===== src/rtl/frontend_pkg.sv =====
// frontend_pkg
//   Shared constants and types for the fetch front end.
//   XLEN / CLC_WIDTH / LINE_BITS : address width, cacheline index width, line payload width
//   fetch_entry_t                : one buffered line (line index + 16B payload)
//   fetch_state_t                : miss-handling FSM states
package frontend_pkg;

  localparam int XLEN      = 32;
  localparam int CLC_WIDTH = 28;
  localparam int LINE_BITS = 128;

  typedef struct packed {
    logic [CLC_WIDTH-1:0] addr;
    logic [LINE_BITS-1:0] data;
  } fetch_entry_t;

  typedef enum logic {
    IDLE = 1'b0,
    MISS = 1'b1
  } fetch_state_t;

endpackage


===== src/rtl/fetch_fifo.sv =====
// fetch_fifo
//   DEPTH-entry circular buffer of fetch_entry_t with a combinational head.
//   clk, rst  : clock, synchronous active-high reset
//   flush     : empties the buffer next cycle (pointers and count to zero)
//   push      : write push_data at the tail (caller never pushes when full)
//   pop       : drop the head entry (caller never pops when empty)
//   head      : entry at the read pointer, valid when count != 0
//   count     : occupancy, 0..DEPTH
module fetch_fifo
  import frontend_pkg::*;
#(
  parameter int DEPTH = 8
) (
  input  logic                   clk,
  input  logic                   rst,
  input  logic                   flush,
  input  logic                   push,
  input  fetch_entry_t           push_data,
  input  logic                   pop,
  output fetch_entry_t           head,
  output logic [$clog2(DEPTH):0] count
);

  localparam int PW = $clog2(DEPTH);

  fetch_entry_t    mem [DEPTH];
  logic [PW-1:0]   wr_ptr;
  logic [PW-1:0]   rd_ptr;

  // Storage carries no reset; only entries below count are ever observed.
  always_ff @(posedge clk) begin
    if (push && !flush && !rst) begin
      mem[wr_ptr] <= push_data;
    end
  end

  // Pointers are exactly log2(DEPTH) bits so they wrap without any compare.
  always_ff @(posedge clk) begin
    if (rst || flush) begin
      wr_ptr <= '0;
      rd_ptr <= '0;
      count  <= '0;
    end else begin
      if (push) wr_ptr <= wr_ptr + 1'b1;
      if (pop)  rd_ptr <= rd_ptr + 1'b1;
      case ({push, pop})
        2'b10:   count <= count + 1'b1;
        2'b01:   count <= count - 1'b1;
        default: count <= count;
      endcase
    end
  end

  assign head = mem[rd_ptr];

endmodule


===== src/rtl/fetch_line_buffer.sv =====
// fetch_line_buffer
//   Buffers I-cache hit lines in program order for decode and back-pressures the
//   cacheline counter. A miss raises one request and blocks until fill_done; the
//   counter keeps re-presenting the line, which then hits.
//   clk, rst                  : clock, synchronous active-high reset
//   resteer                   : flush all buffered state and abandon any miss
//   line_valid_in/line_addr_in: lookup valid and line index being looked up
//   even_hit/even_data        : even-bank result (line_addr_in[0]==0)
//   odd_hit/odd_data          : odd-bank result  (line_addr_in[0]==1)
//   fill_done                 : outstanding miss line is now resident
//   miss_req_valid/addr       : 1-cycle fill request pulse and held miss index
//   stall_out                 : hold the counter on the current index
//   dec_valid/dec_ready       : head handshake with decode
//   dec_pc/dec_line           : head line address and data
module fetch_line_buffer
  import frontend_pkg::*;
#(
  parameter int DEPTH        = 8,
  parameter int STALL_MARGIN = 0
) (
  input  logic                 clk,
  input  logic                 rst,
  input  logic                 resteer,
  input  logic                 line_valid_in,
  input  logic [CLC_WIDTH-1:0] line_addr_in,
  input  logic                 even_hit,
  input  logic [LINE_BITS-1:0] even_data,
  input  logic                 odd_hit,
  input  logic [LINE_BITS-1:0] odd_data,
  input  logic                 fill_done,
  output logic                 miss_req_valid,
  output logic [CLC_WIDTH-1:0] miss_req_addr,
  output logic                 stall_out,
  output logic                 dec_valid,
  input  logic                 dec_ready,
  output logic [XLEN-1:0]      dec_pc,
  output logic [LINE_BITS-1:0] dec_line
);

  localparam int CW = $clog2(DEPTH) + 1;

  fetch_state_t         state;
  logic [CW-1:0]        count;
  fetch_entry_t         head;
  fetch_entry_t         push_entry;
  logic                 sel_hit;
  logic [LINE_BITS-1:0] sel_data;
  logic                 busy;
  logic                 accept;
  logic                 miss_now;
  logic                 dequeue;

  assign sel_hit  = line_addr_in[0] ? odd_hit  : even_hit;
  assign sel_data = line_addr_in[0] ? odd_data : even_data;

  assign busy     = (state == MISS) || (count >= CW'(DEPTH - STALL_MARGIN));
  assign accept   = line_valid_in && !busy &&  sel_hit && !resteer;
  assign miss_now = line_valid_in && !busy && !sel_hit && !resteer;

  // Combinational from the hit inputs so the counter holds on the miss edge itself.
  assign stall_out = busy || miss_now;

  assign dec_valid = (count != '0);
  assign dequeue   = dec_valid && dec_ready && !resteer;

  assign push_entry = '{addr: line_addr_in, data: sel_data};

  fetch_fifo #(
    .DEPTH (DEPTH)
  ) u_fifo (
    .clk       (clk),
    .rst       (rst),
    .flush     (resteer),
    .push      (accept),
    .push_data (push_entry),
    .pop       (dequeue),
    .head      (head),
    .count     (count)
  );

  assign dec_pc   = {head.addr, 4'b0000};
  assign dec_line = head.data;

  // Miss FSM. Fill data is never captured: leaving MISS just releases the stall
  // so the counter re-presents the line, which now hits. A fill_done seen in
  // IDLE belongs to a miss abandoned by resteer and is ignored.
  always_ff @(posedge clk) begin
    if (rst) begin
      state          <= IDLE;
      miss_req_valid <= 1'b0;
      miss_req_addr  <= '0;
    end else if (resteer) begin
      state          <= IDLE;
      miss_req_valid <= 1'b0;
    end else begin
      miss_req_valid <= 1'b0;
      case (state)
        IDLE: begin
          if (miss_now) begin
            state          <= MISS;
            miss_req_valid <= 1'b1;
            miss_req_addr  <= line_addr_in;
          end
        end
        MISS: begin
          if (fill_done) state <= IDLE;
        end
        default: state <= IDLE;
      endcase
    end
  end

endmodule


===== config.mk =====
export PLATFORM = sky130hd
export DESIGN_NAME = fetch_line_buffer
export DESIGN_NICKNAME = d
export VERILOG_FILES = /design/src/rtl/frontend_pkg.sv /design/src/rtl/fetch_fifo.sv /design/src/rtl/fetch_line_buffer.sv
export SDC_FILE = /design/constraint.sdc
export NUM_CORES = 1
export LEC_CHECK = 0
export CORE_MARGIN = 4
export CORE_UTILIZATION = 25
export CTS_CLUSTER_SIZE = 40
export DETAILED_ROUTE_END_ITERATION = 12
export HOLD_SLACK_MARGIN = 0.15
export PLACE_DENSITY_LB_ADDON = 0.25
export SKIP_LAST_GASP = 1
export SLEW_MARGIN = 20
export SYNTH_ARGS = -nofsm -noshare
export SYNTH_HDL_FRONTEND = slang
export SYNTH_SLANG_ARGS = --single-unit

===== constraint.sdc =====
create_clock -name clk -period 30.8 [get_ports clk]
set_input_delay 6.16 -clock clk [delete_from_list [all_inputs] [get_ports clk]]
set_output_delay 6.16 -clock clk [all_outputs]
set_load 0.01 [all_outputs]

=== Word-level counts from Yosys, hierarchy flattened ===
Memories as Yosys holds them, arrays and structs flattened. A register that Yosys moved wholly into a read port is not among the register bits.
Cells that the tools add are included.

* Input bits: 292
* Output and inout port bits: 191
* Bits in writable memories: 1248
* Memories: 1
* Word-level logic and storage cells: 47
* Register bits after elaboration: 40

{| class="wikitable"
|+ Memory list
! name !! depth !! width !! rd ports !! clocked after Yosys merged registers in !! write ports !! line !! RTL
|-
| u_fifo.mem || 8 || 156 || 1 || 1 || 1 || fetch_fifo.sv:26 || <nowiki>fetch_entry_t mem [DEPTH];</nowiki>
|}

* $add $sub $neg: 4
* Bitwise gates (word level): 2
* Reductions and logical operators: 21
* Muxes and demuxes: 10
* Equal/unequal tests: 2
* Magnitude comparators: 1

{| class="wikitable"
|+ Operators with widths
! kind !! count
|-
| $mux 128 || 1
|-
| $logic_and 1x1->1 || 9
|-
| $pmux 4 s2 || 1
|-
| $add 3x1->3 const B || 2
|-
| $mux 3 || 2
|-
| $mux 1 || 5
|-
| $add 4x1->4 const B || 1
|-
| $ge 4x4->1 const B || 1
|-
| $logic_not 1->1 || 4
|-
| $reduce_bool 4->1 || 1
|-
| $sub 4x1->4 const B || 1
|-
| $logic_or 1x1->1 || 3
|-
| $reduce_and 3->1 || 1
|-
| $reduce_or 3->1 || 1
|-
| $eq 2x1->1 const B || 1
|-
| $eq 2x2->1 const B || 1
|-
| $not 1->1 || 2
|-
| $pmux 1 s2 || 1
|-
| $reduce_bool 2->1 || 1
|-
| $reduce_or 2->1 || 1
|}

=== Logic depth before layout (Yosys ltp) ===
* Depth after elaboration: 10
* Depth in mapped cells: 11
* Depth with buffers taken out: 10

=== Cells and area by module ===
From an unflattened synthesis, not the netlist that was laid out.

* Cell total of the unflattened synthesis: 2156
* Area, all modules: 50890.1 um^2

{| class="wikitable"
|+ Modules (own cells, without submodules)
! module !! cells an instance !! instances !! seq. area each (um^2) !! area an instance (um^2)
|-
| fetch_fifo || 1874 || 1 || 37736.2 || 47986.0
|-
| fetch_line_buffer || 282 || 1 || 600.6 || 2904.0
|}

=== Worst setup path after synthesis ===
OpenSTA, ideal clock, no wires.

* Path type: in2reg
* Start point: input port line_addr_in[0]
* End point: memory u_fifo.mem[1][0] (netlist name), enable pin
* Buffers on the path: 1
* Setup time: 0.863 ns
* Required time: 29.937 ns
* Arrival: 17.437 ns
* Path slack: 12.500 ns
* Stages on the path: 5
* Path through: mux2_2 -> and3_1 -> clkbuf_1 -> nand3_1 -> nor3_1

* Word-level cells in the longest chain between the ends: 7

{| class="wikitable"
|+ Ends and longest elaborated chain
! what !! line !! RTL
|-
| start, declared || fetch_line_buffer.sv:25 || <nowiki>input logic [CLC_WIDTH-1:0] line_addr_in,</nowiki>
|-
| $mux 1 || fetch_line_buffer.sv:53 || <nowiki>assign sel_hit = line_addr_in[0] ? odd_hit : even_hit;</nowiki>
|-
| $logic_and 1x1->1 (2 in series) || fetch_line_buffer.sv:57 || <nowiki>assign accept = line_valid_in && !busy && sel_hit && !resteer;</nowiki>
|-
| $logic_and 1x1->1 (2 in series) || fetch_fifo.sv:32 || <nowiki>if (push && !flush && !rst) begin</nowiki>
|-
| $mux 1 || fetch_fifo.sv:32 ||
|-
| $mux 1 (implied by the code) || fetch_fifo.sv:33 || <nowiki>mem[wr_ptr] <= push_data;</nowiki>
|-
| end, declared || fetch_fifo.sv:26 ||
|}

Every way passes these cells.

=== Final worst setup path ===
* Start point: input port line_addr_in[0]
* End point: output port stall_out

* Word-level cells in the longest chain between the ends: 5

{| class="wikitable"
|+ Ends and longest elaborated chain
! what !! line !! RTL
|-
| $mux 1 || fetch_line_buffer.sv:53 ||
|-
| $logic_not 1->1 || fetch_line_buffer.sv:58 || <nowiki>assign miss_now = line_valid_in && !busy && !sel_hit && !resteer;</nowiki>
|-
| $logic_and 1x1->1 (2 in series) || fetch_line_buffer.sv:58 ||
|-
| $logic_or 1x1->1 || fetch_line_buffer.sv:61 || <nowiki>assign stall_out = busy || miss_now;</nowiki>
|-
| end, declared || fetch_line_buffer.sv:33 || <nowiki>output logic stall_out,</nowiki>
|}

Every way passes these cells.

==> metrics.txt <==
nets 3013; initial DRC count 1416; Initial Util 25.2%; CORE AREA 200000 um^2; period utilisation layout 46.0%; worst setup margin 16.62 ns; Finished Cell Area 62900 um^2; initial antenna violation count 2; CP startpoint kind primary input; worst-path fanout max 45; drt via density 4.26; DRC 0; final WL 121000 um; Inst Count DP 5227; row cnt 164; largest net degree at the start of global routing 107; Setup Fix Bufs, Post-CTS 0; CTS resizes 0; share of post-route cells with drive strength above 1 25.1%; Post-Synthesis Cells 2158; Yosys reg bits 1291; peak supply drop 0.0473 mV; MaxCap Viol Count 0; CTS Buf Count 143; Die Y 458 um; Max H-tree Level 4; Setup violations, final 0; Pwr Density 59.0 nW/um^2; Rel. slew slack 22.4%; Tot GR Track Use 11.3%; DR pass1 iterations 5; Layout Utilization 31.4%; DR vias 23.4k; register area 38300 um^2; WL/cell 22.1 um; Die ar. 210000 um^2; Max Slew Vio Count 0; setup TNS 0 ns; Layout Skew 0.0239 ns; Crit Path Class in2out; worst slew pin tran 1.16 ns; Synth Warn # 0; vias in the first global route 25.5k; worst path required time 24.64 ns; register area share after synthesis 75.8%; outcome complete, no violations; Die X-Extent 458 um; GPL Wtd Cong 0.655; DP Area 58400 um^2; Ports 483; CP arrival 8.02 ns; post-route minimum period 14.18 ns; post-DP HPWL 68400 um; CTS tree yes; critical path capture point type output port; hold-fix buffers at CTS 0; maximum root-to-sink buffer count 3; Cell Area, Synth 50600 um^2; latest clock arrival within the worst-skew pair 0.77 ns; Clk pin slew, worst setup/hold paths 0.06 ns; LEAKAGE 19.2 nW; RSZ-0062 raised after global routing no; Area growth syn-to-layout 24.3%; Fin. Hold Viols 0; Cell variety after synth 34; filler instances 19.2k; Multi-input gate area 11600 um^2; input/output buffers 478; first-pass GRT wire length 176000 um; total clock sinks 1291; synthesized area per cell 23.5 um^2; post-route ant nets 0; Fmax 0.0705 GHz; Overflow after GRT 0; Clock Root Buffer clkbuf_16; pre-CTS WS 16.53 ns; Worst Hold Class reg2reg; Post-Layout Cell Count 5486
## power by group
part	total (W)	switching, W	internal [W]	leakage (nW)
logic	0.000135	0.0000671	0.0000674	5.43
registers	0.00194	0.00000205	0.00194	11.6
clock network	0.00163	0.000687	0.000942	2.17
total	0.00371	0.000756	0.00295	19.2
## kinds of logic after synthesis
kind of cell / count (synthesis) / share of synthesized area [%]
flip-flops: 1291 / 75.8
XOR/XNOR: 7 / 0.121
multiplexers: 600 / 21.3
AO/OA/AOI/OAI: 36 / 0.368
buffers and inverters: 116 / 1.45
AND/OR/NAND/NOR: 102 / 0.875
adder cells (fa/ha/maj): 5 / 0.124
other: 1 / 0.00741
## state kept, by name (all words and copies together), names as in the netlist, named ones only
name	flops
miss_req_addr	28
miss_req_valid	1
state	1
u_fifo.count	4
u_fifo.mem	1248
u_fifo.rd_ptr	3
u_fifo.wr_ptr	3
## layout by cell type, fill, tap and decap left out, types with 2 or more instances in the layout
cell type / n
clkbuf_16: 148
o21ai_0: 2
edfxtp_1: 1248
nand2b_1: 5
nor2_1: 12
mux4_1: 136
a21oi_1: 32
ha_1: 5
clkbuf_1: 35
dfxtp_1: 40
clkinv_8: 5
bufinv_16: 7
mux2i_1: 3
or3_1: 2
nand3_1: 3
conb_1: 4
dfxtp_4: 3
inv_16: 2
diode_2: 2
mux4_2: 176
nor2_4: 6
buf_12: 2
xor2_1: 6
nor3_2: 2
mux2_2: 285
inv_6: 3
clkdlybuf4s50_1: 477
clkinv_2: 21
clkinv_1: 34
nand2_1: 63
buf_4: 46
## layer usage
metal / up-vias / GRT usage, % / wire, um
met4: 0 / 2.70 / 2020
li1: 10300 / - / -
met1: 12500 / 14.2 / 51300
met5: - / 0 / 0
met3: 152 / 2.62 / 5110
met2: 436 / 19.9 / 62600
## worst max-delay path, cell delays in order
cell and delay [ns]:
buf_6 0.34, mux2_2 0.47, nand4bb_1 0.24, nand2_1 0.15, clkdlybuf4s50_1 0.58
## stage by stage
step | total power, W | hold WS (ns)
floorplan | 0.00204 | 0.446
CTS | 0.00378 | 0.457
global placement | 0.00212 | 0.447
finish | 0.00371 | 0.453
global route | 0.00386 | 0.473
detailed placement | 0.00212 | 0.449
## cells in the mapped netlist, drive strengths merged
cell type	n	share of area (%)
o21ai	2	0.020
buf	77	1.2
and3	1	0.012
or4	1	0.015
xnor2	1	0.017
or2	1	0.012
nand2b	5	0.062
a21oi	32	0.32
ha	5	0.12
or3	2	0.025
nor3	3	0.030
mux2	285	6.3
nand4	1	0.012
nor3b	1	0.015
mux2i	3	0.059
clkbuf	39	0.29
mux4	312	15
nand3	3	0.030
and4bb	1	0.025
dfxtp	43	1.7
nand3b	1	0.015
nor2	18	0.13
conb	1	0.0074
o22ai	1	0.012
edfxtp	1248	74
nand4bb	1	0.022
nand2	63	0.47
xor2	6	0.10
a32o	1	0.020
## path summary, 6_finish.rpt
path / start / end / slack (ns) / cells after the start
setup reg to reg: u_fifo.count[3] / u_fifo.mem[3][67] / 26.41 / 7
hold / removal: miss_req_addr[19] / miss_req_addr[19] / 0.45 / 2
setup / recovery: line_addr_in[0] / stall_out / 16.62 / 5
hold reg to reg: miss_req_addr[19] / miss_req_addr[19] / 0.45 / 2
## layout make-up
type	count	area share, %
antenna	2	0.00796
tap	2656	5.28
clock inverter	73	0.951
clock buffer	184	6.12
timing repair buffer	526	8.22
multi-input combinational	754	18.4
sequential	1291	61.0
Note: power is estimated with default switching activity, not from simulation.
